--- src/rtl/axi_wr_arbiter.sv ---
// axi_wr_arbiter: shares one AXI write channel (AW/W/B) between N requesters.
// Round-robin grant per transaction, held from AW request to B handshake.
// WLAST is generated locally from the captured burst length.
module axi_wr_arbiter #(
  parameter int N  = 2,
  parameter int AW = 32,
  parameter int DW = 32
) (
  input  logic                clk,
  input  logic                rstn,
  input  logic [N-1:0]        s_awvalid,
  output logic [N-1:0]        s_awready,
  input  logic [N*AW-1:0]     s_awaddr,
  input  logic [N*8-1:0]      s_awlen,
  input  logic [N-1:0]        s_wvalid,
  output logic [N-1:0]        s_wready,
  input  logic [N*DW-1:0]     s_wdata,
  input  logic [N*(DW/8)-1:0] s_wstrb,
  output logic [N-1:0]        s_bvalid,
  input  logic [N-1:0]        s_bready,
  output logic                m_awvalid,
  input  logic                m_awready,
  output logic [AW-1:0]       m_awaddr,
  output logic [7:0]          m_awlen,
  output logic                m_wvalid,
  input  logic                m_wready,
  output logic [DW-1:0]       m_wdata,
  output logic [DW/8-1:0]     m_wstrb,
  output logic                m_wlast,
  input  logic                m_bvalid,
  output logic                m_bready
);

  localparam int GW = (N > 1) ? $clog2(N) : 1;
  localparam int SW = DW / 8;

  localparam logic [1:0] IDLE = 2'd0;
  localparam logic [1:0] ADDR = 2'd1;
  localparam logic [1:0] DATA = 2'd2;
  localparam logic [1:0] RESP = 2'd3;

  logic [1:0]    state_q, state_d;
  logic [GW-1:0] grant_q, grant_d;
  logic [GW-1:0] rr_ptr_q, rr_ptr_d;
  logic [7:0]    beat_cnt_q, beat_cnt_d;
  logic [7:0]    len_q, len_d;

  logic [GW-1:0] pick;
  logic          pick_vld;
  logic [GW:0]   rr_sum;
  logic [7:0]    pick_len;

  logic          g_awvalid, g_wvalid, g_bready;
  logic [AW-1:0] g_awaddr;
  logic [7:0]    g_awlen;
  logic [DW-1:0] g_wdata;
  logic [SW-1:0] g_wstrb;

  // Round-robin search: first requesting index at or above rr_ptr, wrapping at N.
  always_comb begin
    pick     = '0;
    pick_vld = 1'b0;
    rr_sum   = '0;
    for (int k = 0; k < N; k++) begin
      rr_sum = {1'b0, rr_ptr_q} + (GW+1)'(k);
      if (rr_sum >= (GW+1)'(N)) rr_sum = rr_sum - (GW+1)'(N);
      if (!pick_vld && s_awvalid[rr_sum[GW-1:0]]) begin
        pick_vld = 1'b1;
        pick     = rr_sum[GW-1:0];
      end
    end
  end

  // Slice muxes: granted requester's channel fields and the candidate's burst length.
  always_comb begin
    g_awvalid = 1'b0;
    g_wvalid  = 1'b0;
    g_bready  = 1'b0;
    g_awaddr  = '0;
    g_awlen   = '0;
    g_wdata   = '0;
    g_wstrb   = '0;
    pick_len  = '0;
    for (int i = 0; i < N; i++) begin
      if (grant_q == GW'(i)) begin
        g_awvalid = s_awvalid[i];
        g_wvalid  = s_wvalid[i];
        g_bready  = s_bready[i];
        g_awaddr  = s_awaddr[i*AW +: AW];
        g_awlen   = s_awlen[i*8 +: 8];
        g_wdata   = s_wdata[i*DW +: DW];
        g_wstrb   = s_wstrb[i*SW +: SW];
      end
      if (pick == GW'(i)) pick_len = s_awlen[i*8 +: 8];
    end
  end

  // Output steering: only the phase owned by the current state reaches either side.
  always_comb begin
    s_awready = '0;
    s_wready  = '0;
    s_bvalid  = '0;
    m_awvalid = 1'b0;
    m_wvalid  = 1'b0;
    m_wlast   = 1'b0;
    m_bready  = 1'b0;
    m_awaddr  = g_awaddr;
    m_awlen   = g_awlen;
    m_wdata   = g_wdata;
    m_wstrb   = g_wstrb;
    case (state_q)
      ADDR: begin
        m_awvalid          = g_awvalid;
        s_awready[grant_q] = m_awready;
      end
      DATA: begin
        m_wvalid          = g_wvalid;
        m_wlast           = (beat_cnt_q == len_q);
        s_wready[grant_q] = m_wready;
      end
      RESP: begin
        m_bready          = g_bready;
        s_bvalid[grant_q] = m_bvalid;
      end
      default: ;
    endcase
  end

  // Transaction sequencing: arbitrate, AW, W beats until local last, then B.
  always_comb begin
    state_d    = state_q;
    grant_d    = grant_q;
    rr_ptr_d   = rr_ptr_q;
    beat_cnt_d = beat_cnt_q;
    len_d      = len_q;
    case (state_q)
      IDLE: begin
        if (pick_vld) begin
          grant_d    = pick;
          len_d      = pick_len;
          beat_cnt_d = '0;
          state_d    = ADDR;
        end
      end
      ADDR: begin
        if (g_awvalid && m_awready) state_d = DATA;
      end
      DATA: begin
        if (g_wvalid && m_wready) begin
          beat_cnt_d = beat_cnt_q + 8'd1;
          if (beat_cnt_q == len_q) state_d = RESP;
        end
      end
      RESP: begin
        if (m_bvalid && g_bready) begin
          state_d  = IDLE;
          // The requester just served drops to lowest priority.
          rr_ptr_d = (grant_q == GW'(N-1)) ? '0 : grant_q + GW'(1);
        end
      end
      default: state_d = IDLE;
    endcase
  end

  // State registers with synchronous active-low reset.
  always_ff @(posedge clk) begin
    if (!rstn) begin
      state_q    <= IDLE;
      grant_q    <= '0;
      rr_ptr_q   <= '0;
      beat_cnt_q <= '0;
      len_q      <= '0;
    end else begin
      state_q    <= state_d;
      grant_q    <= grant_d;
      rr_ptr_q   <= rr_ptr_d;
      beat_cnt_q <= beat_cnt_d;
      len_q      <= len_d;
    end
  end

endmodule

--- config.mk ---
export PLATFORM = sky130hd
export DESIGN_NAME = axi_wr_arbiter
export DESIGN_NICKNAME = d
export VERILOG_FILES = /design/src/rtl/axi_wr_arbiter.sv
export SDC_FILE = /design/constraint.sdc
export NUM_CORES = 1
export LEC_CHECK = 0
export BUFFER_PORTS_ARGS = -buffer_cell sky130_fd_sc_hd__buf_2
export CAP_MARGIN = 20
export CORE_AREA = 5 5 94 96
export DETAILED_ROUTE_END_ITERATION = 10
export DIE_AREA = 0 0 99 101
export PLACE_DENSITY_LB_ADDON = 0.08
export SYNTH_ARGS = -nofsm -noshare
export SYNTH_HDL_FRONTEND = slang
export SYNTH_SLANG_ARGS = --single-unit
--- constraint.sdc ---
create_clock -name clk -period 2.2 [get_ports clk]
set_input_delay 0.44 -clock clk [delete_from_list [all_inputs] [get_ports clk]]
set_output_delay 0.44 -clock clk [all_outputs]
set_load 0.03 [all_outputs]
# Yosys cells after proc, flatten, opt, wreduce, memory -nomap -nowiden

Cells that the tools add are included.
Widths: inputs -> output; s select.

Register bits after elaboration: 20
Output and inout bits: 86

Add/subtract/negate cells: 5
Order comparisons: 6
Eq/ne operators: 9
Mux-type cells: 37
Bitwise gates (word level): 3
Reduce and logical (&&, ||, !) cells: 12

Operators with widths:

| operator            | count |
|---|---|
| $mux 32             | 2 |
| $mux 8              | 4 |
| $mux 1              | 19 |
| $mux 2              | 8 |
| $pmux 8 s2          | 1 |
| $ne 2x2->1 const B  | 5 |
| $add 8x1->8 const B | 1 |
| $eq 8x8->1          | 1 |
| $pmux 2 s4          | 1 |
| $and 2x2->2         | 3 |
| $lt 1x2->1 const B  | 3 |
| $logic_and 1x1->1   | 5 |
| $reduce_and 5->1    | 1 |
| $eq 2x2->1 const B  | 2 |
| $mux 4              | 1 |
| $reduce_and 2->1    | 2 |
| $reduce_and 3->1    | 1 |
| $add 1x1->2 const B | 1 |
| $eq 2x1->1 const B  | 1 |
| $ge 1x2->1 const B  | 1 |
| $ge 2x2->1 const B  | 1 |
| $logic_not 2->1     | 1 |
| $reduce_bool 2->1   | 1 |
| $sub 1x1->1 const B | 2 |
| 4 further kinds     | 4 |

# Longest topological paths before layout

Depth after elaboration: 10
Mapped depth: 7
Mapped depth without buffers: 7

# Worst setup path after synthesis

Ideal clock, no wire load.

Kind: register -> output
Start point: register state_q[0]
End point: output port s_wready[0]
Arrival time: 1,622 ps
Required time: 1,760 ps
Setup slack: 138 ps
Stages on the path, launching flop included: 6
Path buffers: 1
Path through: dfxtp_1 inv_1 ha_1 clkbuf_1 inv_1 nor3_1

Word-level cells in the longest chain between the ends: 2

RTL lines:

| item                   | line | text |
|---|---|---|
| from (decl)            | 42   | `logic [1:0] state_q, state_d;` |
| from (signal assigned) | 174  | `state_q <= state_d;` |
| $eq 2x2->1             | 111  | `case (state_q)` |
| $mux 2                 | 111  |  |
| to (decl)              | 16   | `output logic [N-1:0] s_wready,` |

No other way between the ends.

# Final worst setup path

Start point: register grant_q
End point: output port m_wstrb[1]

Word-level cells in the longest chain between the ends: 1

RTL lines:

| item                   | line | text |
|---|---|---|
| from (decl)            | 43   | `logic [GW-1:0] grant_q, grant_d;` |
| from (signal assigned) | 175  | `grant_q <= grant_d;` |
| $mux 4                 | 85   | `if (grant_q == GW'(i)) begin` |
| to (decl)              | 28   | `output logic [DW/8-1:0] m_wstrb,` |

No other way between the ends.

==> Implementation_results.wiki <==
{| class="wikitable"
! Metric !! Value
|-
| Run status || finished clean
|-
| Arrival time reported for the critical path endpoint || 1.68 ns
|-
| Pins Over Slew Limit || 0
|-
| Slowest stage cell on the critical path || sky130_fd_sc_hd__dfxtp_4
|-
| Category of the worst setup path capture point || primary output
|-
| Share of synthesized area occupied by flip-flops and latches || between 10% and 20%
|-
| Peak ir drop on the vdd network || 0.366 mV
|-
| Final setup violation count || 0
|-
| GP Congestion || 0.780
|-
| Warnings from Yosys || 0
|-
| Clock slew seen by the registers of the worst setup and hold paths || 0.08 ns
|-
| Cell Chain, Critical Path || buf_12 -> mux2_2 -> buf_2
|-
| Cell count of the worst hold path || 2
|-
| Number of buffers on the longest clock path || 2
|-
| Area of the mapped netlist || ~0.0022 sq mm
|-
| Minimum period implied by the final worst setup slack || 2.12 ns
|-
| Worst Clk Skew || around 0.0014 ns
|-
| Antenna viol nets, final || 0
|-
| First-pass detailed-route iteration total || 4
|-
| Final critical-path share of the clock period || between 90% and 100%
|-
| Clk sink count || 20
|-
| Startpoint class of the critical path || flip-flop
|-
| Clock latency of the later-clocked register in the worst-skew pair || 0.26 ns
|-
| Vias/cell || about 4.6
|-
| Proportion of register bits with asynchronous set or reset after synthesis || 0%
|-
| Die ar. || about 0.01 sq mm
|-
| Clock tree from TritonCTS || done
|-
| Number of logic stages on the critical path including buffering || 3
|-
| Fmax || about 470 MHz
|-
| Row count || 33
|-
| CP Max Fanout || 31
|-
| Final Hold Violating Endpoints || 0
|-
| Critical path buffer and inverter count || 2
|-
| Total negative setup slack || 0 ns
|-
| Data required time of the critical path || roughly 1.8 ns
|-
| Final critical-path setup slack || ~0.078 ns
|-
| Ports || between 200 and 250
|-
| Top_reg_cell synth || sky130_fd_sc_hd__dfxtp_1
|-
| Wire length reported by the detailed router || about 9.7 mm
|-
| Power density cells || between 700 and 800 mW/mm^2
|-
| Iteration-0 DRC Markers || 81
|-
| RSZ-0062 raised after global routing || no
|-
| Layout overhead on the synthesized area || 66.2%
|-
| Number of enable-type register cells in the synthesized netlist || 0
|-
| Worst slew margin relative to its limit || between 60% and 70%
|-
| Quantity of I/O buffers inserted on ports || ~250
|-
| Transition at the pin with the smallest max-transition slack || around 0.54 ns
|-
| Max Cap Viol || 0
|-
| Wire length of the first global-routing pass || between 10 and 15 mm
|-
| Reg2reg path depth || 6
|-
| Root Buffer || sky130_fd_sc_hd__clkbuf_8
|-
| Vias in the first global route || ~2700
|-
| Net count reported at finish || approximately 640
|-
| Net Count, Synth || 400
|-
| Start-to-end type of the worst setup path || flip-flop to primary output
|-
| Dpl hpwl || roughly 8.5 mm
|-
| Distinct cells, synth || 32
|-
| Level count of the clock H-tree || 1
|-
| Min-Delay Path Class || flip-flop to flip-flop
|-
| Num CTS Buffers || 3
|-
| Starting Density || around 27%
|-
| Die width || a little under 100 um
|-
| Detailed-route via count || around 2700
|-
| Fillers || 824
|-
| Mapped Avg Cell Area || approximately 9.4 sq um
|-
| Layout cell share with drive strength beyond 1 || 71.9%
|-
| Synthesized instance count || 231
|-
| Number of antenna violations at the first check in global routing || 6
|-
| DRC violations left || 0
|-
| Die Ht || ~100 um
|-
| Placeable Area || ~0.008 sq mm
|-
| Delay of the slowest cell on the worst path || 0.59 ns
|-
| Leakage component of the power || ~0.0020 uW
|-
| Total Routing Usage GR || between 15 and 20%
|-
| Avg WL per Cell || roughly 17 um
|-
| Count of state elements after synthesis || 20
|-
| Setup slack at placement || between 0.3 and 0.4 ns
|-
| Crit-path leading delay family || flip-flops
|-
| Maximum number of pins on one net before global-route repair || 32
|-
| Total gr overflow || 0
|}
-- state kept, by name (all words and copies together), names as in the netlist --
signal,flops
beat_cnt_q,8
len_q,8
state_q,2
grant_q,1
rr_ptr_q,1
-- layout make-up --
cell class | count | area, sq um | share of cell area, %
Clock buffer | 3 | 41.3 | 1.14
Antenna cell | 1 | 2.50 | 0.0693
Timing Repair Buffer | 252 | 1300 | 35.9
Clock inverter | 1 | 30.0 | 0.832
Multi-Input combinational cell | 188 | 1670 | 46.2
Sequential cell | 20 | 405 | 11.2
Tap cell | 105 | 131 | 3.64
Inverter | 9 | 33.8 | 0.936
-- path summary, 6_finish.rpt --
check                                             start                       to  slack (ns)
worst max-delay path               grant_q$_SDFFE_PN0P_               m_wstrb[1]        0.08
worst min-delay path            state_q[1]$_SDFFE_PN0P_  state_q[1]$_SDFFE_PN0P_        0.51
worst max register to register     grant_q$_SDFFE_PN0P_  state_q[0]$_SDFFE_PN0P_        0.37
worst min register to register  state_q[1]$_SDFFE_PN0P_  state_q[1]$_SDFFE_PN0P_        0.51
-- cell usage after synthesis (2+ instances only) --
cell type,number,area [sq um]
sky130_fd_sc_hd__mux2_2,77,867
sky130_fd_sc_hd__dfxtp_1,20,400
sky130_fd_sc_hd__nand2_1,15,56.3
sky130_fd_sc_hd__xor2_1,14,123
sky130_fd_sc_hd__mux2i_1,11,110
sky130_fd_sc_hd__nor2_1,11,41.3
sky130_fd_sc_hd__buf_2,10,50.1
sky130_fd_sc_hd__inv_1,9,33.8
sky130_fd_sc_hd__o211a_1,8,80.1
sky130_fd_sc_hd__and3_1,7,43.8
sky130_fd_sc_hd__ha_1,6,75.1
sky130_fd_sc_hd__nand4_1,6,37.5
sky130_fd_sc_hd__o21ai_0,6,30.0
sky130_fd_sc_hd__nor2b_1,4,25.0
sky130_fd_sc_hd__o21a_1,4,30.0
sky130_fd_sc_hd__clkbuf_1,3,11.3
sky130_fd_sc_hd__nand3_1,3,15.0
sky130_fd_sc_hd__and2_1,2,12.5
sky130_fd_sc_hd__nor4_1,2,12.5
-- power by group --
| part | internal (uW) | leakage [uW] | total [uW] | switching [uW] |
|---|---|---|---|---|
| Sequential | 445 | 0.000165 | 543 | 98.1 |
| Clock | 243 | 0.0000357 | 369 | 126 |
| Combinational | 754 | 0.00178 | 1840 | 1090 |
-- logic make-up (layout without fill, tap and decap cells) --
group	after synthesis	count (layout)	share of synthesized area (%)
AO/OA/AOI/OAI	26	26	9.51
XOR/XNOR	14	14	5.65
adder cells (fa/ha/maj)	6	6	3.46
buffers and inverters	23	265	4.73
flip-flops	20	20	18.4
multiplexers	89	89	45.6
other	0	1	0
AND/OR/NAND/NOR	53	53	12.6
-- metrics by stage --
step	area [sq um]	total power (uW)	std cells	hold WS, ns	util [%]
final	3610	2750	579	0.507	45.3
after global routing	3610	2960	578	0.541	45.3
after CTS	3600	2800	578	0.511	45.2
after detailed placement	3530	2420	574	0.499	44.3
after global placement	3530	2410	574	0.495	44.3
after floorplan	2170	1870	231	0.468	-
-- cells in the final DEF (no fill, tap or decap), drive strengths merged, types with 2 or more instances in the layout --
cell    Yosys  final
clkbuf      3      3
o211a       8      8
nor4        2      2
o21ai       8      8
and3        7      7
dfxtp      20     20
a21oi       2      2
nor2       11     11
mux2       77     77
and2        2      2
inv         9      9
o21a        4      4
buf        11    252
nand2      15     15
nand4       7      7
mux2i      12     12
nand3       3      3
nor2b       4      4
ha          6      6
xor2       14     14
-- metal layers --
metal / up-vias / wire (um) / GRT usage (%)
li1: 1324 / - / -
met1: 1178 / 3680 / 20.1
met2: 150 / 4620 / 29.8
met3: 17 / 1240 / 8.65
met4: 12 / 54 / 2.42
met5: - / 92 / 0
-- worst min-delay path: stages (launching register included) --
cell and delay [ns]:
sky130_fd_sc_hd__dfxtp_1 0.35, sky130_fd_sc_hd__nand2_1 0.06, sky130_fd_sc_hd__mux2i_1 0.05
-- repair_timing --
| action | CTS | global route |
|---|---|---|
| endpoints found under the setup margin | 0 | 1 |
| resized for setup | 0 | 1 |
| hold buffers | 0 | 0 |
| setup buffers | 0 | 0 |
No activity file was read; power rests on OpenSTA's default activity.
